### src/rtl/des_round_sequencer_if.sv
// Control bundle between the DES round sequencer and its datapath and consumer.
// The master side drives job starts and result acceptance; the slave side is the sequencer.
interface des_round_sequencer_if;
  logic       start_valid_i;
  logic       mode_i;
  logic       start_ready_o;
  logic       load_o;
  logic       round_en_o;
  logic [3:0] round_idx_o;
  logic [1:0] shift_amt_o;
  logic       shift_dir_o;
  logic       final_o;
  logic       out_valid_o;
  logic       out_ready_i;
  logic       busy_o;

  modport master (
    output start_valid_i, mode_i, out_ready_i,
    input  start_ready_o, load_o, round_en_o, round_idx_o, shift_amt_o,
           shift_dir_o, final_o, out_valid_o, busy_o
  );

  modport slave (
    input  start_valid_i, mode_i, out_ready_i,
    output start_ready_o, load_o, round_en_o, round_idx_o, shift_amt_o,
           shift_dir_o, final_o, out_valid_o, busy_o
  );
endinterface

### src/rtl/des_round_sequencer.sv
// DES round sequencer: LOAD, 16 ROUND, FINAL, then DONE; 18 cycles from accept to out_valid_o.
// Result held in DONE until out_ready_i; starts are refused (start_ready_o low) while busy.
module des_round_sequencer #(
  parameter int ROUNDS = 16
) (
  input  logic                         clk_i,
  input  logic                         rst_n_i,
  des_round_sequencer_if.slave         bus
);

  typedef enum logic [2:0] {
    IDLE  = 3'd0,
    LOAD  = 3'd1,
    ROUND = 3'd2,
    FINAL = 3'd3,
    DONE  = 3'd4
  } state_t;

  localparam logic [3:0] LAST_ROUND = 4'(ROUNDS - 1);

  state_t     state_q, state_d;
  logic [3:0] cnt_q, cnt_d;
  logic       mode_q, mode_d;
  logic [1:0] shift_amt;

  always_ff @(posedge clk_i or negedge rst_n_i) begin
    if (!rst_n_i) begin
      state_q <= IDLE;
      cnt_q   <= 4'd0;
      mode_q  <= 1'b0;
    end else begin
      state_q <= state_d;
      cnt_q   <= cnt_d;
      mode_q  <= mode_d;
    end
  end

  always_comb begin
    state_d = state_q;
    cnt_d   = cnt_q;
    mode_d  = mode_q;
    case (state_q)
      IDLE: begin
        if (bus.start_valid_i) begin
          state_d = LOAD;
          mode_d  = bus.mode_i;
        end
      end
      LOAD: begin
        state_d = ROUND;
        cnt_d   = 4'd0;
      end
      ROUND: begin
        // Counter is cleared on exit rather than wrapping inside ROUND.
        if (cnt_q == LAST_ROUND) begin
          state_d = FINAL;
          cnt_d   = 4'd0;
        end else begin
          cnt_d = cnt_q + 4'd1;
        end
      end
      FINAL: state_d = DONE;
      DONE: begin
        if (bus.out_ready_i) state_d = IDLE;
      end
      default: begin
        state_d = IDLE;
        cnt_d   = 4'd0;
      end
    endcase
  end

  // Key schedule rotates by one in rounds 0, 1, 8 and 15, else by two.
  // Decryption starts from the unrotated key, so its round 0 shift is zero.
  always_comb begin
    shift_amt = 2'd0;
    if (state_q == ROUND) begin
      case (cnt_q)
        4'd0:    shift_amt = mode_q ? 2'd0 : 2'd1;
        4'd1,
        4'd8,
        4'd15:   shift_amt = 2'd1;
        default: shift_amt = 2'd2;
      endcase
    end
  end

  assign bus.start_ready_o = (state_q == IDLE);
  assign bus.load_o        = (state_q == LOAD);
  assign bus.round_en_o    = (state_q == ROUND);
  assign bus.round_idx_o   = (state_q == ROUND) ? cnt_q : 4'd0;
  assign bus.shift_amt_o   = shift_amt;
  assign bus.shift_dir_o   = mode_q;
  assign bus.final_o       = (state_q == FINAL);
  assign bus.out_valid_o   = (state_q == DONE);
  assign bus.busy_o        = (state_q != IDLE);

endmodule
### src/flat_wrapper.sv
// flat-port wrapper written by rule: the top's interface ports become plain ports
module des_round_sequencer_flat 
#(
  parameter int ROUNDS = 16
)
  (clk_i, rst_n_i, bus_start_valid_i, bus_mode_i, bus_out_ready_i, bus_start_ready_o, bus_load_o, bus_round_en_o, bus_round_idx_o, bus_shift_amt_o, bus_shift_dir_o, bus_final_o, bus_out_valid_o, bus_busy_o);
  des_round_sequencer_if bus_i ();
  input  logic clk_i;
  input  logic rst_n_i;
  input wire logic [$bits(bus_i.start_valid_i)-1:0] bus_start_valid_i;
  input wire logic [$bits(bus_i.mode_i)-1:0] bus_mode_i;
  input wire logic [$bits(bus_i.out_ready_i)-1:0] bus_out_ready_i;
  output wire logic [$bits(bus_i.start_ready_o)-1:0] bus_start_ready_o;
  output wire logic [$bits(bus_i.load_o)-1:0] bus_load_o;
  output wire logic [$bits(bus_i.round_en_o)-1:0] bus_round_en_o;
  output wire logic [$bits(bus_i.round_idx_o)-1:0] bus_round_idx_o;
  output wire logic [$bits(bus_i.shift_amt_o)-1:0] bus_shift_amt_o;
  output wire logic [$bits(bus_i.shift_dir_o)-1:0] bus_shift_dir_o;
  output wire logic [$bits(bus_i.final_o)-1:0] bus_final_o;
  output wire logic [$bits(bus_i.out_valid_o)-1:0] bus_out_valid_o;
  output wire logic [$bits(bus_i.busy_o)-1:0] bus_busy_o;
  assign bus_i.start_valid_i = bus_start_valid_i;
  assign bus_i.mode_i = bus_mode_i;
  assign bus_i.out_ready_i = bus_out_ready_i;
  assign bus_start_ready_o = bus_i.start_ready_o;
  assign bus_load_o = bus_i.load_o;
  assign bus_round_en_o = bus_i.round_en_o;
  assign bus_round_idx_o = bus_i.round_idx_o;
  assign bus_shift_amt_o = bus_i.shift_amt_o;
  assign bus_shift_dir_o = bus_i.shift_dir_o;
  assign bus_final_o = bus_i.final_o;
  assign bus_out_valid_o = bus_i.out_valid_o;
  assign bus_busy_o = bus_i.busy_o;
  des_round_sequencer #(.ROUNDS(ROUNDS)) u_core (.clk_i(clk_i), .rst_n_i(rst_n_i), .bus(bus_i));
endmodule
### config.mk
export PLATFORM = sky130hd
export DESIGN_NAME = des_round_sequencer_flat
export DESIGN_NICKNAME = d
export VERILOG_FILES = /design/src/rtl/des_round_sequencer_if.sv /design/src/rtl/des_round_sequencer.sv /design/src/flat_wrapper.sv
export SDC_FILE = /design/constraint.sdc
export NUM_CORES = 1
export LEC_CHECK = 0
export BUFFER_PORTS_ARGS = -buffer_cell sky130_fd_sc_hd__buf_2
export CORE_AREA = 2 2 39 41
export CTS_BUF_LIST = sky130_fd_sc_hd__clkbuf_4 sky130_fd_sc_hd__clkbuf_8
export CTS_CLUSTER_DIAMETER = 100
export DETAILED_ROUTE_END_ITERATION = 8
export DIE_AREA = 0 0 41 43
export MAX_ROUTING_LAYER = met4
export PLACE_DENSITY = 0.67
export SLEW_MARGIN = 20
export SYNTH_ARGS = -nofsm -noshare
export SYNTH_HDL_FRONTEND = slang
export SYNTH_SLANG_ARGS = --single-unit
### constraint.sdc
create_clock -name clk_i -period 1.95 [get_ports clk_i]
set_input_delay 0.195 -clock clk_i [delete_from_list [all_inputs] [get_ports clk_i]]
set_output_delay 0.195 -clock clk_i [all_outputs]
set_load 0.02 [all_outputs]
==> results.cfg <==
[floorplan]
std_cell_rows = 14
die_area_sq_um = 1760
fp.dieH_microns = 43
io_pins = 18
die-width_microns = 41
initial_utilization = 0.392
core_area_sq_um = 1380

[placed_design]
dp_cells = 86
portBuffers = 17
gp_congestion = 0.790
dp_slack_ps = 480
dp_hpwl_microns = 778

[cells_and_area]
final_common_cell = buf_2
fin_cells = 90
final_cell_mix = buf_2 (17), dfrtp_1 (8), inv_1 (5), and2_1 (5)
diodes = 0
final_util = 0.480
drive_above_1_share = 0.365
finalNetCount = 84
syn_to_final_growth_pct = 22.6

[cts]
cts-resized-gates = 0
clk_pin_slew_ps = 50
root_buffer = clkbuf_4
cts_buffers = 3
cts_tree = yes
clk_latency_ps = 250
clock_sinks = 8
htree_levels = 1
cts_buffer_depth = 2

[synth]
yosys_register_bits = 8
synth_seq_area_share = 0.370
synth_area_sq_um = 542
ys_top_cells_by_area = dfrtp_1 (37%), ha_1 (6.9%), and2_1 (5.8%)
syn_inst = 55
synth_top_area_frac = 0.370
yosys.area.top_type = dfrtp_1
synth.avg_cell_area_sq_um = 9.85
synthesis.nets = 63
yosysWarnings = 0
ys_types = 29

[timing]
setup_slack_ps = 227
maxSlewViolCount = 0
fmax_ghz = 0.580
period_minus_slack_ps = 1720
min_period_over_period = 0.884
rsz0062_at_grt = false
finClkSkew_ps = 1.41
tightest_slew_ps = 512
setup_viol_count_final = 0
setup-tns-final_ps = 0
report.final.hold_viol_count = 0
whs_ps = 177
maxSlewHeadroom = 0.655

[route]
drcViolationCount = 0
wire_per_inst_microns = 11.0
drt_iter0_drc = 2
final_antenna_net_count = 0
wl_microns = 986
firstDrtPassIters = 2
via_per_inst = 4.83
vias = 435

[setup_path]
startpoint_type = register
worstPathArrival_ps = 1530
regToRegStartpoint = u_core.state_q[0]
regToRegEndpoint = u_core.bus.shift_dir_o
path_class = reg2out
reg2reg_depth = 4
r2r_setup_slack_ps = 540
cp_max_fo = 6
worstSetupEndpointType = output pin
cp.required_ps = 1750

[global_route]
overflow = 0
grt_pass1_wl_microns = 1630
grt_antenna_before_repair = 0
grt_max_degree = 10
grt_pass1_vias = 370
globalRouteTotalUtil = 0.144

[pwr]
power_switching_mw = 0.499
pwr_density_cell_nw_per_um2 = 1640
p_clk_frac = 0.114
p_comb_frac = 0.577
peakVddDrop_mv = 0.588
switching_share = 0.458
p_int_mw = 0.591
power.leakage_nw = 0.362
p_seq_frac = 0.309

[worst_hold_path]
hold_depth = 2
min_from = bus_mode_i
hold-path-endpoint = u_core.bus.shift_dir_o
hp-class = in2reg

[flow_run]
maxCapViolations = 0

[outcome]
outcome = finished clean
## metal layers
metal	global-route usage	vias to the layer above	wire length [microns]
met2	0.191	9	495
met1	0.179	201	436
li1	-	223	-
met5	-	-	0
met3	0.0785	2	39
met4	0.0600	0	14
## worst max-delay path: stages, from the launching register on
cell and delay, ps:
dfrtp_1 430, ha_1 260, nand3_1 80, and2_1 200, nor2b_1 140, buf_2 170
## power groups by stage
stage	Sequential [mW]	Clock, mW	Combinational [mW]
6_report	0.336	0.124	0.629
5_1_grt	0.352	0.148	0.699
4_1_cts	0.336	0.130	0.642
3_5_place_dp	0.338	0	0.640
3_3_place_gp	0.335	0	0.635
2_1_floorplan	0.290	0	0.533
## per-stage QoR
step	instance area, sq um	power (mW)
after floorplan	542	0.823
after global placement	632	0.970
after detailed placement	632	0.978
after CTS	664	1.11
after global routing	664	1.20
final	664	1.09
## kinds of logic after synthesis
group	after synthesis	synth area share
AOI/OAI and AO/OA	8	0.106
muxes	3	0.0670
and+or+nand+nor	22	0.273
buffers and inverters	9	0.0831
xor gates and xnor gates	2	0.0323
DFF	8	0.370
adders and majority gates	3	0.0693
## state kept, by name, indices dropped and copies added (netlist names)
name / count
u_core.cnt_q: 4
u_core.bus.shift_dir_o: 1
u_core.state_q: 3
## worst max path at each step
stage | start | to | slack [ps] | cells after the start
2_1_floorplan | u_core.state_q[0] | bus_shift_amt_o[1] | 130 | 4
3_3_place_gp | u_core.cnt_q[0] | bus_shift_amt_o[1] | 540 | 5
3_5_place_dp | u_core.cnt_q[0] | bus_shift_amt_o[1] | 480 | 5
4_1_cts | u_core.cnt_q[0] | bus_shift_amt_o[1] | 200 | 5
5_1_grt | u_core.cnt_q[0] | bus_shift_amt_o[1] | 100 | 5
6_report | u_core.cnt_q[0] | bus_shift_amt_o[1] | 230 | 5
## area by class of cell
| class | count | area [sq um] |
|---|---|---|
| Fill cell | 137 | 719 |
| Multi-Input combinational cell | 38 | 297 |
| Sequential cell | 8 | 200 |
| Timing Repair Buffer | 19 | 103 |
| Clock buffer | 3 | 22.5 |
| Inverter | 6 | 22.5 |
| Tap cell | 16 | 20.0 |
## synthesized netlist by cell type
master    number
a22o_1         2
mux2i_1        1
buf_4          1
nand2b_1       2
or3_4          1
nor2_1         2
ha_1           3
nand3b_1       1
dfrtp_1        8
a221o_1        1
nor3b_2        1
and3b_1        1
a21o_1         1
nor3b_1        2
and2_1         5
nand3_1        2
o21a_1         1
nor2b_1        3
mux2_4         1
nor4_1         1
a21oi_1        2
xnor2_1        2
o21ai_0        1
nand2_2        1
mux2_2         1
inv_1          5
inv_2          1
clkbuf_1       1
buf_6          1
## what timing repair did
action	4_1_cts	5_1_grt
setup endpoints to repair	0	0
setup buffers	0	0
endpoints found under the hold margin	8	0
hold buffers	1	0
Note: power is estimated with default switching activity, not from simulation.
